===== src/rtl/ofdm_symbol_framer_pkg.sv =====
// Shared constants, state encoding and sample type for the OFDM symbol framer (package csi_pkg).
package csi_pkg;

    localparam int FFT_LEN     = 64;
    localparam int DATA_CP_LEN = 16;
    localparam int LTF_GI_LEN  = 32;
    localparam int LTF_SYMBOLS = 2;
    localparam int LTF_LEN     = FFT_LEN * LTF_SYMBOLS;
    localparam int CNT_W       = 7;

    typedef enum logic [2:0] {
        ST_IDLE,
        ST_LTF_GI,
        ST_LTF,
        ST_DATA_CP,
        ST_DATA
    } framer_state_e;

    typedef logic [31:0]      sample_t;
    typedef logic [CNT_W-1:0] cnt_t;

    // Terminal-count value for a region of the given length.
    function automatic cnt_t last_idx(input int len);
        return cnt_t'(len - 1);
    endfunction

endpackage


===== src/rtl/ofdm_symbol_framer_if.sv =====
// AXI-Stream style master/slave bundle for the framed sample output.
// The tuser field exists only when FRAMER_SYMBOL_INDEX_EN is defined.
interface ofdm_symbol_framer_if #(
    parameter int DATA_W = 32
);
    logic              tvalid;
    logic              tready;
    logic [DATA_W-1:0] tdata;
    logic              tlast;
`ifdef FRAMER_SYMBOL_INDEX_EN
    logic [3:0]        tuser;

    modport master (output tvalid, output tdata, output tlast, output tuser, input tready);
    modport slave  (input tvalid, input tdata, input tlast, input tuser, output tready);
`else
    modport master (output tvalid, output tdata, output tlast, input tready);
    modport slave  (input tvalid, input tdata, input tlast, output tready);
`endif
endinterface


===== src/rtl/ofdm_symbol_framer_axis_out_reg.sv =====
// Single-entry output register with valid/ready hold for the framer output stream.
// Carries the symbol index field when FRAMER_SYMBOL_INDEX_EN is defined.
module axis_out_reg #(
    parameter int DATA_W = 32
) (
    input  logic              clk_i,
    input  logic              rst_n_i,
    input  logic              load_i,
    input  logic [DATA_W-1:0] data_i,
    input  logic              last_i,
`ifdef FRAMER_SYMBOL_INDEX_EN
    input  logic [3:0]        user_i,
`endif
    ofdm_symbol_framer_if.master m_if
);
    logic              valid_q, valid_d;
    logic              last_q, last_d;
    logic [DATA_W-1:0] data_q, data_d;

    // load_i can only be asserted while the slot is free or draining, so hold is implicit.
    always_comb begin
        valid_d = valid_q;
        last_d  = last_q;
        data_d  = data_q;
        if (load_i) begin
            valid_d = 1'b1;
            last_d  = last_i;
            data_d  = data_i;
        end else if (m_if.tready) begin
            valid_d = 1'b0;
        end
    end

    always_ff @(posedge clk_i or negedge rst_n_i) begin
        if (!rst_n_i) begin
            valid_q <= 1'b0;
            last_q  <= 1'b0;
            data_q  <= '0;
        end else begin
            valid_q <= valid_d;
            last_q  <= last_d;
            data_q  <= data_d;
        end
    end

    assign m_if.tvalid = valid_q;
    assign m_if.tlast  = last_q;
    assign m_if.tdata  = data_q;

`ifdef FRAMER_SYMBOL_INDEX_EN
    logic [3:0] user_q, user_d;

    always_comb begin
        user_d = user_q;
        if (load_i) user_d = user_i;
    end

    always_ff @(posedge clk_i or negedge rst_n_i) begin
        if (!rst_n_i) user_q <= '0;
        else          user_q <= user_d;
    end

    assign m_if.tuser = user_q;
`endif

endmodule


===== src/rtl/ofdm_symbol_framer.sv =====
// OFDM symbol framer: drops the LTF guard interval and data cyclic prefixes, forwards 64-sample symbols.
// Optional FRAMER_SYMBOL_INDEX_EN adds m00_axis_tuser carrying the symbol index.
module ofdm_symbol_framer
    import csi_pkg::*;
#(
    parameter int NUM_DATA_SYMBOLS = 4,
    parameter int SAMPLE_W         = 32
) (
    input  logic                s00_axis_aclk,
    input  logic                s00_axis_aresetn,
    input  logic                s00_axis_tvalid,
    input  logic [SAMPLE_W-1:0] s00_axis_tdata,
    input  logic                s00_axis_tuser,
    output logic                s00_axis_tready,
    output logic                m00_axis_tvalid,
    output logic [SAMPLE_W-1:0] m00_axis_tdata,
    output logic                m00_axis_tlast,
    input  logic                m00_axis_tready,
`ifdef FRAMER_SYMBOL_INDEX_EN
    output logic [3:0]          m00_axis_tuser,
`endif
    output logic                busy,
    output logic                resync_pulse
);
    // state   | meaning
    // IDLE    | waiting for sync, beats dropped
    // LTF_GI  | dropping the rest of the 32-sample LTF guard interval
    // LTF     | forwarding the two 64-sample LTF symbols
    // DATA_CP | dropping a 16-sample cyclic prefix
    // DATA    | forwarding one 64-sample data symbol

    localparam int SYM_W = (NUM_DATA_SYMBOLS > 0) ? $clog2(NUM_DATA_SYMBOLS + 1) : 1;
    localparam logic [SYM_W-1:0] SYM_LAST =
        SYM_W'((NUM_DATA_SYMBOLS > 0) ? NUM_DATA_SYMBOLS - 1 : 0);
    localparam framer_state_e AFTER_LTF = (NUM_DATA_SYMBOLS == 0) ? ST_IDLE : ST_DATA_CP;

    framer_state_e    state_q, state_d;
    cnt_t             cnt_q, cnt_d;
    logic [SYM_W-1:0] sym_q, sym_d;
    logic             resync_q, resync_d;
    logic             beat;
    logic             fwd;
    logic             fwd_last;

    ofdm_symbol_framer_if #(.DATA_W(SAMPLE_W)) m_if ();

    assign s00_axis_tready = m00_axis_tready || !m_if.tvalid;
    assign beat            = s00_axis_tvalid && s00_axis_tready;

    always_comb begin
        state_d  = state_q;
        cnt_d    = cnt_q;
        sym_d    = sym_q;
        resync_d = 1'b0;
        fwd      = 1'b0;
        fwd_last = 1'b0;
        if (beat) begin
            if (s00_axis_tuser) begin
                // Sync sample itself counts as guard-interval sample 0.
                resync_d = (state_q != ST_IDLE);
                state_d  = ST_LTF_GI;
                cnt_d    = cnt_t'(1);
                sym_d    = '0;
            end else begin
                unique case (state_q)
                    ST_IDLE: begin
                        state_d = ST_IDLE;
                    end
                    ST_LTF_GI: begin
                        if (cnt_q == last_idx(LTF_GI_LEN)) begin
                            state_d = ST_LTF;
                            cnt_d   = '0;
                        end else begin
                            cnt_d = cnt_q + cnt_t'(1);
                        end
                    end
                    ST_LTF: begin
                        fwd      = 1'b1;
                        fwd_last = (cnt_q == last_idx(FFT_LEN)) || (cnt_q == last_idx(LTF_LEN));
                        if (cnt_q == last_idx(LTF_LEN)) begin
                            state_d = AFTER_LTF;
                            cnt_d   = '0;
                        end else begin
                            cnt_d = cnt_q + cnt_t'(1);
                        end
                    end
                    ST_DATA_CP: begin
                        if (cnt_q == last_idx(DATA_CP_LEN)) begin
                            state_d = ST_DATA;
                            cnt_d   = '0;
                        end else begin
                            cnt_d = cnt_q + cnt_t'(1);
                        end
                    end
                    ST_DATA: begin
                        fwd      = 1'b1;
                        fwd_last = (cnt_q == last_idx(FFT_LEN));
                        if (cnt_q == last_idx(FFT_LEN)) begin
                            cnt_d = '0;
                            if (sym_q == SYM_LAST) begin
                                state_d = ST_IDLE;
                                sym_d   = '0;
                            end else begin
                                state_d = ST_DATA_CP;
                                sym_d   = sym_q + 1'b1;
                            end
                        end else begin
                            cnt_d = cnt_q + cnt_t'(1);
                        end
                    end
                    default: begin
                        state_d = ST_IDLE;
                        cnt_d   = '0;
                        sym_d   = '0;
                    end
                endcase
            end
        end
    end

    always_ff @(posedge s00_axis_aclk or negedge s00_axis_aresetn) begin
        if (!s00_axis_aresetn) begin
            state_q  <= ST_IDLE;
            cnt_q    <= '0;
            sym_q    <= '0;
            resync_q <= 1'b0;
        end else begin
            state_q  <= state_d;
            cnt_q    <= cnt_d;
            sym_q    <= sym_d;
            resync_q <= resync_d;
        end
    end

`ifdef FRAMER_SYMBOL_INDEX_EN
    logic [3:0] fwd_user;

    always_comb begin
        fwd_user = 4'(LTF_SYMBOLS) + 4'(sym_q);
        if (state_q == ST_LTF) fwd_user = 4'(cnt_q >> $clog2(FFT_LEN));
    end
`endif

    axis_out_reg #(.DATA_W(SAMPLE_W)) u_out_reg (
        .clk_i   (s00_axis_aclk),
        .rst_n_i (s00_axis_aresetn),
        .load_i  (fwd),
        .data_i  (s00_axis_tdata),
        .last_i  (fwd_last),
`ifdef FRAMER_SYMBOL_INDEX_EN
        .user_i  (fwd_user),
`endif
        .m_if    (m_if)
    );

    assign m_if.tready     = m00_axis_tready;
    assign m00_axis_tvalid = m_if.tvalid;
    assign m00_axis_tdata  = m_if.tdata;
    assign m00_axis_tlast  = m_if.tlast;
`ifdef FRAMER_SYMBOL_INDEX_EN
    assign m00_axis_tuser  = m_if.tuser;
`endif

    assign busy         = (state_q != ST_IDLE);
    assign resync_pulse = resync_q;

endmodule


===== config.mk =====
export PLATFORM = sky130hd
export DESIGN_NAME = ofdm_symbol_framer
export DESIGN_NICKNAME = d
export VERILOG_FILES = /design/src/rtl/ofdm_symbol_framer_pkg.sv /design/src/rtl/ofdm_symbol_framer_if.sv /design/src/rtl/ofdm_symbol_framer_axis_out_reg.sv /design/src/rtl/ofdm_symbol_framer.sv
export SDC_FILE = /design/constraint.sdc
export NUM_CORES = 1
export LEC_CHECK = 0
export ABC_CLOCK_PERIOD_IN_PS = 1800
export BUFFER_PORTS_ARGS = -buffer_cell sky130_fd_sc_hd__buf_2
export CORE_MARGIN = 3
export CORE_UTILIZATION = 47
export CTS_BUF_LIST = sky130_fd_sc_hd__clkbuf_2 sky130_fd_sc_hd__clkbuf_4 sky130_fd_sc_hd__clkbuf_8
export CTS_CLUSTER_SIZE = 20
export DETAILED_ROUTE_END_ITERATION = 8
export PLACE_DENSITY_LB_ADDON = 0.1
export SYNTH_ARGS = -nofsm -noshare
export SYNTH_HDL_FRONTEND = slang
export SYNTH_SLANG_ARGS = --single-unit

===== constraint.sdc =====
create_clock -name s00_axis_aclk -period 1.8 [get_ports s00_axis_aclk]
set_clock_uncertainty 0.1 [all_clocks]
set_input_delay 0.36 -clock s00_axis_aclk [delete_from_list [all_inputs] [get_ports s00_axis_aclk]]
set_output_delay 0.36 -clock s00_axis_aclk [all_outputs]
set_load 0.005 [all_outputs]

==> qor.yml <==
coreArea_mm2: 0.004444
via_per_inst: 5.250
gr-usage-all-layers_pct: 18.82
hpwl_um: 3654
mostFrequentLayoutCell: "buf_2"
cts_root_buffer: "clkbuf_8"
slew_violations: 0
clkSinkCount: 48
antenna_found_initial: 0
min_path_type: "in2reg"
max_freq_mhz: 555.1
period_needed_ps: 1802
multi_input_area_um2: 974.7
place.port_buffers: 73
cp.required_ps: 1890
setup_viol: 1
worst-path-buf-inv: 0
grt_first_pass_wirelength_um: 8073
antenna_cells: 0
drt_iter0_drc: 80
synth_cells: 181
detailed_place.area_mm2: 0.002838
crit_path_max_fanout: 6
syn_area_mm2: 0.002196
boundaryPins: 74
max-vdd-ir-drop_mv: 0.7299
worst_hold_slack_ps: 162.8
post-place-ws_ps: -61.11
layout.cells.non_filler: 336
setup.worst_path.start_class: "flip-flop"
remaining_drc_errors: 0
critical_path_class: "reg2reg"
leakagePower_nw: 1.614
hold_violations: 0
synth_seq_cells: 48
endpoint_kind: "flip-flop"
wl_um: 4856
worstPathArrival_ps: 1890
dp_cells: 325
syn_nets: 220
grt_max_degree: 49
worst_path_dominant_cell_family: "compound AO/OA/AOI/OAI gates"
cts_tree: "built"
area.growth.synth_to_final_pct: 37.55
die_y_um: 74.35
htreeDepth: 2
start_util_pct: 49.41
relSlewSlack_pct: 75.60
ant_nets: 0
synth-edff-count: 0
cp_cell_sequence: "or4b_4, a31oi_4, o22ai_2, o21a_1, a41o_1"
rows: 24
fin_area_mm2: 0.003020
worst_slack_ps: -1.571
mostFrequentLayoutCells: "buf_2 (73), dfrtp_1 (47), mux2_1 (28), buf_4 (25), nand2_1 (10)"
drt-pass1-iter-count: 4
slowest_delay_ps: 510
drive_gt1_share_pct: 45.42
grt_pass1_vias: 1810
maxCapViolations: 0
cts_max_path_buffers: 2
finalPower_mw: 3.983
worst_pin_slew_ps: 360.9
status: "finished with violations"
routabilityCongestion: 0.9028
final.period_utilization_pct: 100.1
finalNetCount: 322
insertion_delay_ps: 300
synth_cell_type_count: 46
rsz0062_at_grt: "true"
fill_cells: 360
syn_avg_cell_area_um2: 12.13
ys_seq_area_share_pct: 54.70
wl_per_cell_um: 14.45
cts_made_buffers: 5
rrSetupSlack_ps: -2
ys_warn_count: 0
ys.flop_type: "dfrtp_1"
power.density_mw_per_mm2: 1319
clkSlewWorstSetupHoldPaths_ps: 100
vias: 1764
crit_path_top_delay_cell: "or4b_4"
async_flop_share_pct: 100.0
dieArea_mm2: 0.005528
die_w_um: 74.35
violations: "negative setup slack"
grt-ovfl-total: 0
regArea_mm2: 0.001202
logic make-up (layout without fill, tap and decap cells):
group	after synthesis	after routing	synth area share, %
DFF	48	48	54.70
AOI/OAI and AO/OA	32	32	10.66
buffers and inverters	14	117	3.020
adders and majority gates	4	4	2.051
and+or+nand+nor	48	48	11.97
xor gates and xnor gates	3	3	1.197
muxes	32	32	16.41
report_power, final:
part / internal (mW) / total (mW) / switching, mW
Combinational: 0.834 / 1.50 / 0.667
Sequential: 1.47 / 1.67 / 0.204
Clock: 0.454 / 0.809 / 0.355
stage by stage:
step           util (%)  TNS [ps]
2_1_floorplan         -         0
3_3_place_gp      63.85    -126.9
3_5_place_dp      63.85    -250.4
4_1_cts           67.34         0
5_1_grt           67.96    -152.4
6_report          67.96    -1.571
metal layers:
metal  GRT usage [%]  wire length [um]  up-vias
li1                -                 -      864
met1           22.38              2064      837
met2           33.46              2455       61
met3           5.811               323        2
met4           4.348                13        0
met5               0                 0        -
cell type report:
class	count	area share (%)
Clock buffer	6	2.734
Clock inverter	2	1.284
Inverter	6	0.7456
Multi-Input combinational cell	119	32.27
Sequential cell	48	39.81
Tap cell	52	2.154
Timing Repair Buffer	103	21.00
registers in the layout (all words and copies together), names as in the netlist:
name,count
cnt_q,7
resync_pulse,1
state_q,3
sym_q,3
u_out_reg.m_if.tdata,32
u_out_reg.m_if.tlast,1
u_out_reg.m_if.tvalid,1
cells in the mapped netlist, drive strengths merged (2+ instances only):
master  instances  share of area, %
nand2          10               1.7
nand2b          4               1.1
nand3           8               2.1
buf             6               1.7
maj3            2              0.91
nor2            7               1.2
mux2           32                16
o21ai           5               1.1
o22ai           3              0.85
a22o            4               1.6
a31oi           3               1.1
a21oi           4              0.91
nor3            3              0.68
nand4           3              0.85
and3            4               1.1
dfrtp          48                55
clkbuf          2              0.34
a21o            3               1.0
inv             6               1.0
xor2            2              0.80
and2            2              0.57
or2             2              0.57
ha              2               1.1
final timing paths:
check / from / end / cells past startpoint
max: state_q[1] / state_q[2] / 5
min: s00_axis_tdata[24] / u_out_reg.m_if.tdata[24] / 2
max reg2reg: state_q[1] / state_q[2] / 5
min reg2reg: u_out_reg.m_if.tdata[0] / u_out_reg.m_if.tdata[0] / 1
max in group asynchronous: s00_axis_aresetn / state_q[1] / 3
min in group asynchronous: s00_axis_aresetn / u_out_reg.m_if.tdata[22] / 3
what timing repair did:
item | in CTS | in global routing
resized for setup | 3 | 7
hold buffers | 1 | 0
hold endpoints to repair | 48 | 0
endpoints found under the setup margin | 6 | 26
buffers inserted | 2 | 0
pin swaps | 0 | 4
No activity file was read; power rests on OpenSTA's default activity.
